<file path="src/rtl/bpu_btb_pkg.sv">
// Shared BPU constants: jump-op class encoding used by both the BTB and the RAS,
// plus the zero word used to clear address-wide outputs.
package bpu_btb_pkg;

  localparam logic [2:0] BTB_NONEOP        = 3'b000;
  localparam logic [2:0] BTB_BRANCHOP      = 3'b001;
  localparam logic [2:0] BTB_JUMPOP        = 3'b010;
  localparam logic [2:0] BTB_CALLOP        = 3'b011;
  localparam logic [2:0] BTB_RETOP         = 3'b100;
  localparam logic [2:0] BTB_CALLANDRETOP  = 3'b101;

  localparam logic [63:0] ZeroWord = 64'h0;

endpackage

</file>
<file path="src/rtl/bpu_btb_way.sv">
// One way of the BTB: flop-based storage for valid/tag/target/jumpop per set.
// Lookup read port, update probe port (valid+tag only), and one write/invalidate port.
module bpu_btb_way
  import bpu_btb_pkg::*;
#(
  parameter int SETS  = 16,
  parameter int TAG_W = 12,
  parameter int XLEN  = 64,
  parameter int IDX_W = $clog2(SETS)
) (
  input  logic             clk,
  input  logic             rst,
  input  logic [IDX_W-1:0] rd_idx,
  output logic             rd_valid,
  output logic [TAG_W-1:0] rd_tag,
  output logic [XLEN-1:0]  rd_target,
  output logic [2:0]       rd_jumpop,
  input  logic [IDX_W-1:0] pr_idx,
  output logic             pr_valid,
  output logic [TAG_W-1:0] pr_tag,
  input  logic             wr_en,
  input  logic             wr_inv,
  input  logic [IDX_W-1:0] wr_idx,
  input  logic [TAG_W-1:0] wr_tag,
  input  logic [XLEN-1:0]  wr_target,
  input  logic [2:0]       wr_jumpop
);

  logic [SETS-1:0]  valid_q;
  logic [TAG_W-1:0] tag_q    [SETS];
  logic [XLEN-1:0]  target_q [SETS];
  logic [2:0]       jumpop_q [SETS];

  // Only the valid bits need a reset; payload is ignored while invalid.
  always_ff @(posedge clk) begin
    if (rst) begin
      valid_q <= '0;
    end else if (wr_en) begin
      valid_q[wr_idx] <= !wr_inv;
    end
  end

  always_ff @(posedge clk) begin
    if (wr_en && !wr_inv) begin
      tag_q[wr_idx]    <= wr_tag;
      target_q[wr_idx] <= wr_target;
      jumpop_q[wr_idx] <= wr_jumpop;
    end
  end

  assign rd_valid  = valid_q[rd_idx];
  assign rd_tag    = tag_q[rd_idx];
  assign rd_target = target_q[rd_idx];
  assign rd_jumpop = jumpop_q[rd_idx];
  assign pr_valid  = valid_q[pr_idx];
  assign pr_tag    = tag_q[pr_idx];

endmodule

</file>
<file path="src/rtl/bpu_btb.sv">
// 2-way set-associative branch target buffer with a registered lookup stage.
// Hit, jump-op class and pc+4 feed the return-address stack.
module bpu_btb
  import bpu_btb_pkg::*;
#(
  parameter int SETS  = 16,
  parameter int TAG_W = 12,
  parameter int XLEN  = 64
) (
  input  logic            clk,
  input  logic            rst,
  input  logic            stall,
  input  logic            flush,
  input  logic [XLEN-1:0] pc_i,
  output logic            btb_hit_o,
  output logic [XLEN-1:0] btb_target_o,
  output logic [2:0]      btb_jumpop_o,
  output logic [XLEN-1:0] btb_retaddr_o,
  input  logic            upd_valid_i,
  input  logic [XLEN-1:0] upd_pc_i,
  input  logic [XLEN-1:0] upd_target_i,
  input  logic [2:0]      upd_jumpop_i
);

  localparam int IDX_W = $clog2(SETS);

  logic [IDX_W-1:0] lk_idx, up_idx;
  logic [TAG_W-1:0] lk_tag, up_tag;

  assign lk_idx = pc_i[IDX_W+1:2];
  assign lk_tag = pc_i[TAG_W+IDX_W+1:IDX_W+2];
  assign up_idx = upd_pc_i[IDX_W+1:2];
  assign up_tag = upd_pc_i[TAG_W+IDX_W+1:IDX_W+2];

  logic unused_upd_pc;
  assign unused_upd_pc = ^{upd_pc_i[XLEN-1:TAG_W+IDX_W+2], upd_pc_i[1:0]};

  logic             rd_valid  [2];
  logic [TAG_W-1:0] rd_tag    [2];
  logic [XLEN-1:0]  rd_target [2];
  logic [2:0]       rd_jumpop [2];
  logic             pr_valid  [2];
  logic [TAG_W-1:0] pr_tag    [2];
  logic             wr_en     [2];

  logic upd_inv;
  assign upd_inv = (upd_jumpop_i == BTB_NONEOP);

  for (genvar w = 0; w < 2; w++) begin : g_way
    bpu_btb_way #(
      .SETS (SETS),
      .TAG_W(TAG_W),
      .XLEN (XLEN)
    ) u_way (
      .clk      (clk),
      .rst      (rst),
      .rd_idx   (lk_idx),
      .rd_valid (rd_valid[w]),
      .rd_tag   (rd_tag[w]),
      .rd_target(rd_target[w]),
      .rd_jumpop(rd_jumpop[w]),
      .pr_idx   (up_idx),
      .pr_valid (pr_valid[w]),
      .pr_tag   (pr_tag[w]),
      .wr_en    (wr_en[w]),
      .wr_inv   (upd_inv),
      .wr_idx   (up_idx),
      .wr_tag   (up_tag),
      .wr_target(upd_target_i),
      .wr_jumpop(upd_jumpop_i)
    );
  end

  logic [SETS-1:0] lru_q;

  logic lk_hit0, lk_hit1, lk_hit, lk_way;
  assign lk_hit0 = rd_valid[0] && (rd_tag[0] == lk_tag);
  assign lk_hit1 = rd_valid[1] && (rd_tag[1] == lk_tag);
  assign lk_hit  = lk_hit0 || lk_hit1;
  assign lk_way  = !lk_hit0;

  logic up_m0, up_m1, alloc_way;
  assign up_m0 = pr_valid[0] && (pr_tag[0] == up_tag);
  assign up_m1 = pr_valid[1] && (pr_tag[1] == up_tag);

  always_comb begin
    alloc_way = lru_q[up_idx];
    if (up_m0)             alloc_way = 1'b0;
    else if (up_m1)        alloc_way = 1'b1;
    else if (!pr_valid[0]) alloc_way = 1'b0;
    else if (!pr_valid[1]) alloc_way = 1'b1;
  end

  // An invalidate clears every way holding the tag so no stale twin survives.
  always_comb begin
    wr_en[0] = 1'b0;
    wr_en[1] = 1'b0;
    if (upd_valid_i) begin
      if (upd_inv) begin
        wr_en[0] = up_m0;
        wr_en[1] = up_m1;
      end else begin
        wr_en[0] = !alloc_way;
        wr_en[1] = alloc_way;
      end
    end
  end

  // The update's LRU write comes last so it overrides a same-set lookup touch.
  always_ff @(posedge clk) begin
    if (rst) begin
      lru_q <= '0;
    end else begin
      if (!stall && !flush && lk_hit) lru_q[lk_idx] <= !lk_way;
      if (upd_valid_i && !upd_inv)    lru_q[up_idx] <= !alloc_way;
    end
  end

  always_ff @(posedge clk) begin
    if (rst || flush) begin
      btb_hit_o     <= 1'b0;
      btb_target_o  <= ZeroWord[XLEN-1:0];
      btb_jumpop_o  <= BTB_NONEOP;
      btb_retaddr_o <= ZeroWord[XLEN-1:0];
    end else if (!stall) begin
      btb_hit_o     <= lk_hit;
      btb_target_o  <= !lk_hit ? ZeroWord[XLEN-1:0] : (lk_hit0 ? rd_target[0] : rd_target[1]);
      btb_jumpop_o  <= !lk_hit ? BTB_NONEOP : (lk_hit0 ? rd_jumpop[0] : rd_jumpop[1]);
      btb_retaddr_o <= pc_i + XLEN'(4);
    end
  end

endmodule

</file>
<file path="config.mk">
export PLATFORM = sky130hd
export DESIGN_NAME = bpu_btb
export DESIGN_NICKNAME = d
export VERILOG_FILES = /design/src/rtl/bpu_btb_pkg.sv /design/src/rtl/bpu_btb_way.sv /design/src/rtl/bpu_btb.sv
export SDC_FILE = /design/constraint.sdc
export NUM_CORES = 2
export LEC_CHECK = 0
export BUFFER_PORTS_ARGS = -buffer_cell sky130_fd_sc_hd__buf_2
export CORE_AREA = 2 2 494 496
export DETAILED_ROUTE_END_ITERATION = 8
export DIE_AREA = 0 0 496 498
export SLEW_MARGIN = 10
export SYNTH_ARGS = -nofsm -noshare
export SYNTH_HDL_FRONTEND = slang
export SYNTH_SLANG_ARGS = --single-unit
</file>
<file path="constraint.sdc">
create_clock -name clk -period 13.6 [get_ports clk]
set_input_delay 1.36 -clock clk [delete_from_list [all_inputs] [get_ports clk]]
set_output_delay 1.36 -clock clk [all_outputs]
set_load 0.05 [all_outputs]
</file>
; Yosys cells after proc, flatten, opt, wreduce, memory -nomap -nowiden
; Memory sizes are Yosys's and may differ from the RTL's.
; Index checks and enable logic that the tools add are counted.
[word_totals]
reg_bits = 180
latchBits = 0
mem_bits_rw = 2528
rom_bits = 0
inputBits = 200
output_inout_bits = 132
memories = 6
[memory_table]
columns = name, depth, word_bits, read_ports, rd_ports_with_merged_regs, wr, line
row1 = g_way[0].u_way.target_q, 16, 64, 1, 0, 1, bpu_btb_way.sv:31  ; logic [XLEN-1:0] target_q [SETS];
row2 = g_way[1].u_way.target_q, 16, 64, 1, 0, 1, bpu_btb_way.sv:31
row3 = g_way[0].u_way.tag_q, 16, 12, 2, 0, 1, bpu_btb_way.sv:30  ; logic [TAG_W-1:0] tag_q [SETS];
row4 = g_way[1].u_way.tag_q, 16, 12, 2, 0, 1, bpu_btb_way.sv:30
row5 = g_way[0].u_way.jumpop_q, 16, 3, 1, 0, 1, bpu_btb_way.sv:32  ; logic [2:0] jumpop_q [SETS];
row6 = g_way[1].u_way.jumpop_q, 16, 3, 1, 0, 1, bpu_btb_way.sv:32
[classes]
addsub = 1
multipliers = 0
n_div = 0
order_cmp = 4
n_eq_ne = 4
shifts = 0
muxes = 35
bitwise = 0
n_reduce_logical = 18
[ops]
columns = op, count
row1 = 64-bit 2-to-1 mux, 2
row2 = 64-bit by 3-bit adder with 64-bit output (second input constant), 1
row3 = 16-bit bitwise mux, 4
row4 = 12-bit equality test, 4
row5 = 16-bit 2-to-1 mux, 3
row6 = 1-bit binary-select mux with 4-bit select, 5
row7 = 1-bit 2-to-1 mux, 15
row8 = 1-bit logical AND, 11
row9 = 4-bit by 5-bit less-than comparator with 1-bit output (second input constant), 2
row10 = 1-bit demux with 4-bit select, 2
row11 = 4-bit by 1-bit >= comparator with 1-bit output (second input constant), 2
row12 = 3-bit 2-to-1 mux, 2
row13 = 1-bit logical NOT, 4
row14 = 2-bit 2-to-1 mux, 2
row15 = 3-bit logical NOT, 1
row16 = 1-bit logical OR, 2

; Longest topological paths before layout
[depth]
depth_word = 12
mapped_depth = 16

; Modules after synthesis
; A second synthesis with hierarchy kept.
[unflattened]
cells_unflattened = 5240
hier_area_um2 = 107322.9
[by_module_without_submodules]
columns = module, n_inst, cells_each, area_per_inst_um2
row1 = bpu_btb_way, 2, 2144, 49520.0
row2 = bpu_btb, 1, 952, 8282.9

; Worst setup path before layout
; Ideal clock, no wire load.
[synth_path]
kind = input port to flip-flop
startpoint = input upd_pc_i[3]
endpoint = memory g_way[1].u_way.jumpop_q[10][0], enable pin
t_arrival_ns = 9.428
required_ns = 12.982
slack_ns = 3.555
stages = 13
n_path_buf = 6
cell_sequence = buf_2 buf_2 buf_2 buf_2 buf_4 mux4_2 o311ai_0 a2bb2oi_1 nor4_1 nand4_1 a21bo_2 buf_4 nor3_1
[synth_between]
elab_chain_len = 11
elab_cells_between_ends = 21
classes_between = eq/ne: 2 / mux: 14 / reduce/logical: 3 / memory: 2
[synth_rtl]
columns = element, line
row1 = start: declaration, bpu_btb.sv:20  ; input logic [XLEN-1:0] upd_pc_i,
row2 = "parallel branches: the longest is 11 deep, another holds memory read 16 x 12 bit", --
row3 = end: declaration, bpu_btb_way.sv:32
; Several ways; the timed one is not identified. The select of a mux whose other input is x is not followed.

; Worst setup path after layout
[layout_path]
startpoint = input upd_pc_i[3]
endpoint = memory g_way[1].u_way.tag_q[10][0], enable pin
[layout_between]
elab_chain_len = 11
elab_cells_between_ends = 21
classes_between = eq/ne: 2 / mux: 14 / reduce/logical: 3 / memory: 2
[layout_rtl]
columns = element, line
row1 = "parallel branches: the longest is 11 deep, another holds memory read 16 x 12 bit", --
row2 = end: declaration, bpu_btb_way.sv:30
; Several ways; the timed one is not identified. The select of a mux whose other input is x is not followed.

==> summary.md <==
| Metric | Value |
|---|---|
| Initial Util | `0.448` |
| RSZ-0062 raised after global routing | `false` |
| Largest net degree at the start of global routing | `122` |
| Vias per cell | `slightly above 6` |
| Die area | `247,000 µm²` |
| Syn Area/Cell | `21.8 µm²` |
| Synth Cell Area | `between 100,000 and 150,000 µm²` |
| Slew Limit Fails | `0` |
| GRT Overall Usage | `0.226` |
| Share of cells above drive strength 1 | `0.325` |
| Worst path required time | `14.12 ns` |
| Die Ht | `between 400 and 500 µm` |
| Net Count, Synth | `just over 5,000` |
| Vias in the first global route | `between 50,000 and 60,000` |
| Pre-Repair DR Iteration Count | `5` |
| Vias post-DR | `53,900` |
| Number of synthesized flops with an enable pin | `~2,500` |
| Pwr dens | `between 100 and 150 nW/µm²` |
| # rows | `approximately 180` |
| Worst min-delay path class | `flip-flop to flip-flop` |
| Nets | `between 5,000 and 6,000` |
| Setup crit start kind | `input pin` |
| DP Worst Slack | `around 4.6 ns` |
| Core ar. | `242,000 µm²` |
| Setup WS post-layout | `approximately 5.8 ns` |
| Arrival time at the worst endpoint | `approximately 8.4 ns` |
| Internal Power | `0.0142 W` |
| Worst vdd ir | `between 0.0001 and 0.00015 V` |
| Clock network power share | `0.436` |
| Routed Antenna Nets | `0` |
| Clock skew | `approximately 0.076 ns` |
| IO Count | `approximately 330` |
| Post-CTS setup buffers | `0` |
| Max Buffers Root-to-Sink | `4` |
| Post-synth cell types | `between 70 and 80` |
| Area added between synthesis and finish | `13.6%` |
| Initial DRC count | `between 5,000 and 6,000` |
| Max Cap Violations | `0` |
| Resized cells post-CTS | `0` |
| Max Clock Freq | `around 130 MHz` |
| Total power draw | `between 0.015 and 0.02 W` |
| Routability cong. | `~0.83` |
| Finish-stage setup viols | `0` |
| Clk root buf | `clkbuf_16` |
| Setup crit end kind | `flip-flop` |
| Asr flop ratio synth | `0` |
| Die span in x | `496 µm` |
| Combinational Power Share | `0.051` |
| H-tree depth | `5` |
| R2r setup slk | `about 7.4 ns` |
| Post-Synthesis Cells | `4,961` |
| CTS tree | `done` |
| Fill count | `about 19,000` |
| Worst-Margin Slew | `about 1.3 ns` |
| Synthesis-stage register bit count | `roughly 2,700` |
| Status | `complete, no violations` |
| WS Path Type | `input pin to flip-flop` |
| Multi-input combinational cell area | `27,500 µm²` |
| CTS Hold Bufs | `0` |
| Grt ovf | `0` |
| First-pass GRT wire length | `401,000 µm` |
| Sequential area share after synthesis | `0.734` |
| Leakage | `around 39 nW` |
| Clock sink count | `between 2,000 and 3,000` |
| Detailed placer's ending HPWL | `around 140,000 µm` |
| Leading register cell type out of synthesis | `edfxtp_1` |
| Worst-Skew Late Latency | `0.96 ns` |
| Min Clock Period, post-route | `a little under 8 ns` |
| Initial antenna violation count | `29` |
| Flop pwr share | `0.512` |
| Critical path peak fanout | `48` |
| Setup TNS | `0 ns` |
| Switching part of the total | `0.209` |
| I/O Buffers | `roughly 280` |
| Sw power | `0.00375 W` |
| DRC viols | `0` |
| Slew margin rel. | `0.166` |
| WL/cell | `~32 µm` |
| Hold Vio Cnt, Final | `0` |
| YS warnings | `0` |
| Period utilization | `0.576` |
| Sequential cell area | `between 70,000 and 80,000 µm²` |
| Worst-path clk slew | `around 0.060 ns` |
| CTS Buf Count | `between 300 and 400` |
| Routed WL | `281,000 µm` |
## final timing paths
check	start	to	depth (start not counted)
worst max-delay path	upd_pc_i[3]	g_way[1].u_way.tag_q[10][0]	14
worst min register to register	btb_retaddr_o[11]	btb_retaddr_o[11]	2
worst min-delay path	btb_retaddr_o[11]	btb_retaddr_o[11]	2
worst max register to register	g_way[1].u_way.tag_q[11][3]	g_way[1].u_way.tag_q[10][0]	11
## state kept, by name, summed over array words and instances (netlist names)
register and count:
btb_retaddr_o 64, g_way.u_way.valid_q 32, lru_q 16, g_way.u_way.target_q 2048, btb_target_o 64, g_way.u_way.tag_q 384
btb_jumpop_o 3, btb_hit_o 1, g_way.u_way.jumpop_q 96
## layer usage
metal	up-vias	track usage	wire length (µm)
li1	21900	-	-
met1	29500	0.330	120000
met2	2130	0.357	135000
met3	409	0.0397	19700
met4	14	0.0524	5620
met5	-	0	88
## cells in the final DEF, fill, tap and decap left out, drive strengths merged, types with 6 or more instances in the layout
cell     instances
nor2           137
nor3            62
a22o            74
or2             18
mux4           887
dfxtp          180
a22oi            8
a32o            13
xnor2           71
clkbuf         409
nand2b          10
xor2            40
and4             6
nand4           18
diode            7
o21ai           29
nand3           52
nor2b           15
and3            16
or3              7
nand2           99
o41ai           17
o22ai            9
a2bb2oi          6
inv             27
buf            392
nor4             9
edfxtp        2528
bufinv          18
mux2i           95
a211oi          12
a21oi           69
clkinv          89
o311ai          21
mux2            75
## metrics by stage
| stage | util | area (µm²) | hold slack (ns) | cells |
|---|---|---|---|---|
| 2_1_floorplan | - | 108000 | 0.457 | 4961 |
| 3_3_place_gp | 0.470 | 114000 | 0.451 | 8250 |
| 3_5_place_dp | 0.470 | 114000 | 0.455 | 8250 |
| 4_1_cts | 0.509 | 123000 | 0.465 | 8776 |
| 5_1_grt | 0.509 | 123000 | 0.477 | 8780 |
| 6_report | 0.509 | 123000 | 0.465 | 8783 |
## kinds of logic after synthesis
group,synth area share
multiplexers,0.202
buffers and inverters,0.0135
adder cells (fa/ha/maj),0.000462
XOR/XNOR,0.00898
AO/OA/AOI/OAI,0.0203
AND/OR/NAND/NOR,0.0207
flip-flops,0.734
## power by group through the flow
stage / clock network (W) / logic, W / registers (W)
after detailed placement: 0 / 0.000933 / 0.00935
after global routing: 0.00828 / 0.000986 / 0.00917
after floorplan: 0 / 0.000563 / 0.00938
after global placement: 0 / 0.000922 / 0.00935
after CTS: 0.00797 / 0.000935 / 0.00917
final: 0.00781 / 0.000922 / 0.00918
## worst max-delay path, cell delays in order
cell and delay, ns:
buf_6 0.43, buf_4 0.64, buf_4 0.70, mux4_2 0.58
mux2i_1 0.15, a21oi_1 0.10, nor2b_1 0.19, a2111oi_0 0.61
o2111ai_2 0.61, a21bo_2 0.39, buf_4 0.33, nor3_2 0.24
buf_4 0.79, buf_4 0.95
## synth_stat cells (all sizes together) (4+ instances only)
cell | count | area (µm²)
nor4 | 9 | 68.8
o41ai | 17 | 149
mux2 | 75 | 845
o211ai | 5 | 37.5
o22ai | 9 | 56.3
nand4 | 18 | 113
nor3 | 62 | 365
xor2 | 40 | 350
or2 | 18 | 113
xnor2 | 71 | 622
ha | 4 | 50.1
a211oi | 12 | 103
nand3 | 52 | 265
nor2 | 137 | 514
and3 | 16 | 100
and4 | 6 | 52.6
a21oi | 69 | 345
edfxtp | 2528 | 75900
dfxtp | 180 | 3600
clkbuf | 172 | 646
nor2b | 15 | 93.8
a22o | 74 | 648
mux4 | 887 | 20000
nand2 | 99 | 372
mux2i | 95 | 951
nand2b | 10 | 62.6
o21ai | 29 | 145
o311ai | 21 | 184
inv | 19 | 71.3
a22oi | 8 | 60.1
a32o | 13 | 130
a221oi | 5 | 43.8
a2bb2oi | 6 | 52.6
o21bai | 5 | 37.5
or3 | 7 | 43.8
buf | 129 | 702
## area by class of cell
| cell class | count | share of cell area |
|---|---|---|
| Inverter | 20 | 0.000671 |
| Sequential cell | 2708 | 0.646 |
| Timing Repair Buffer | 392 | 0.0204 |
| Multi-Input combinational cell | 1928 | 0.224 |
| Clock buffer | 409 | 0.0679 |
| Tap cell | 3202 | 0.0326 |
| Antenna cell | 7 | 0.000142 |
| Clock inverter | 117 | 0.00835 |
(Power assumes the default switching activity.)
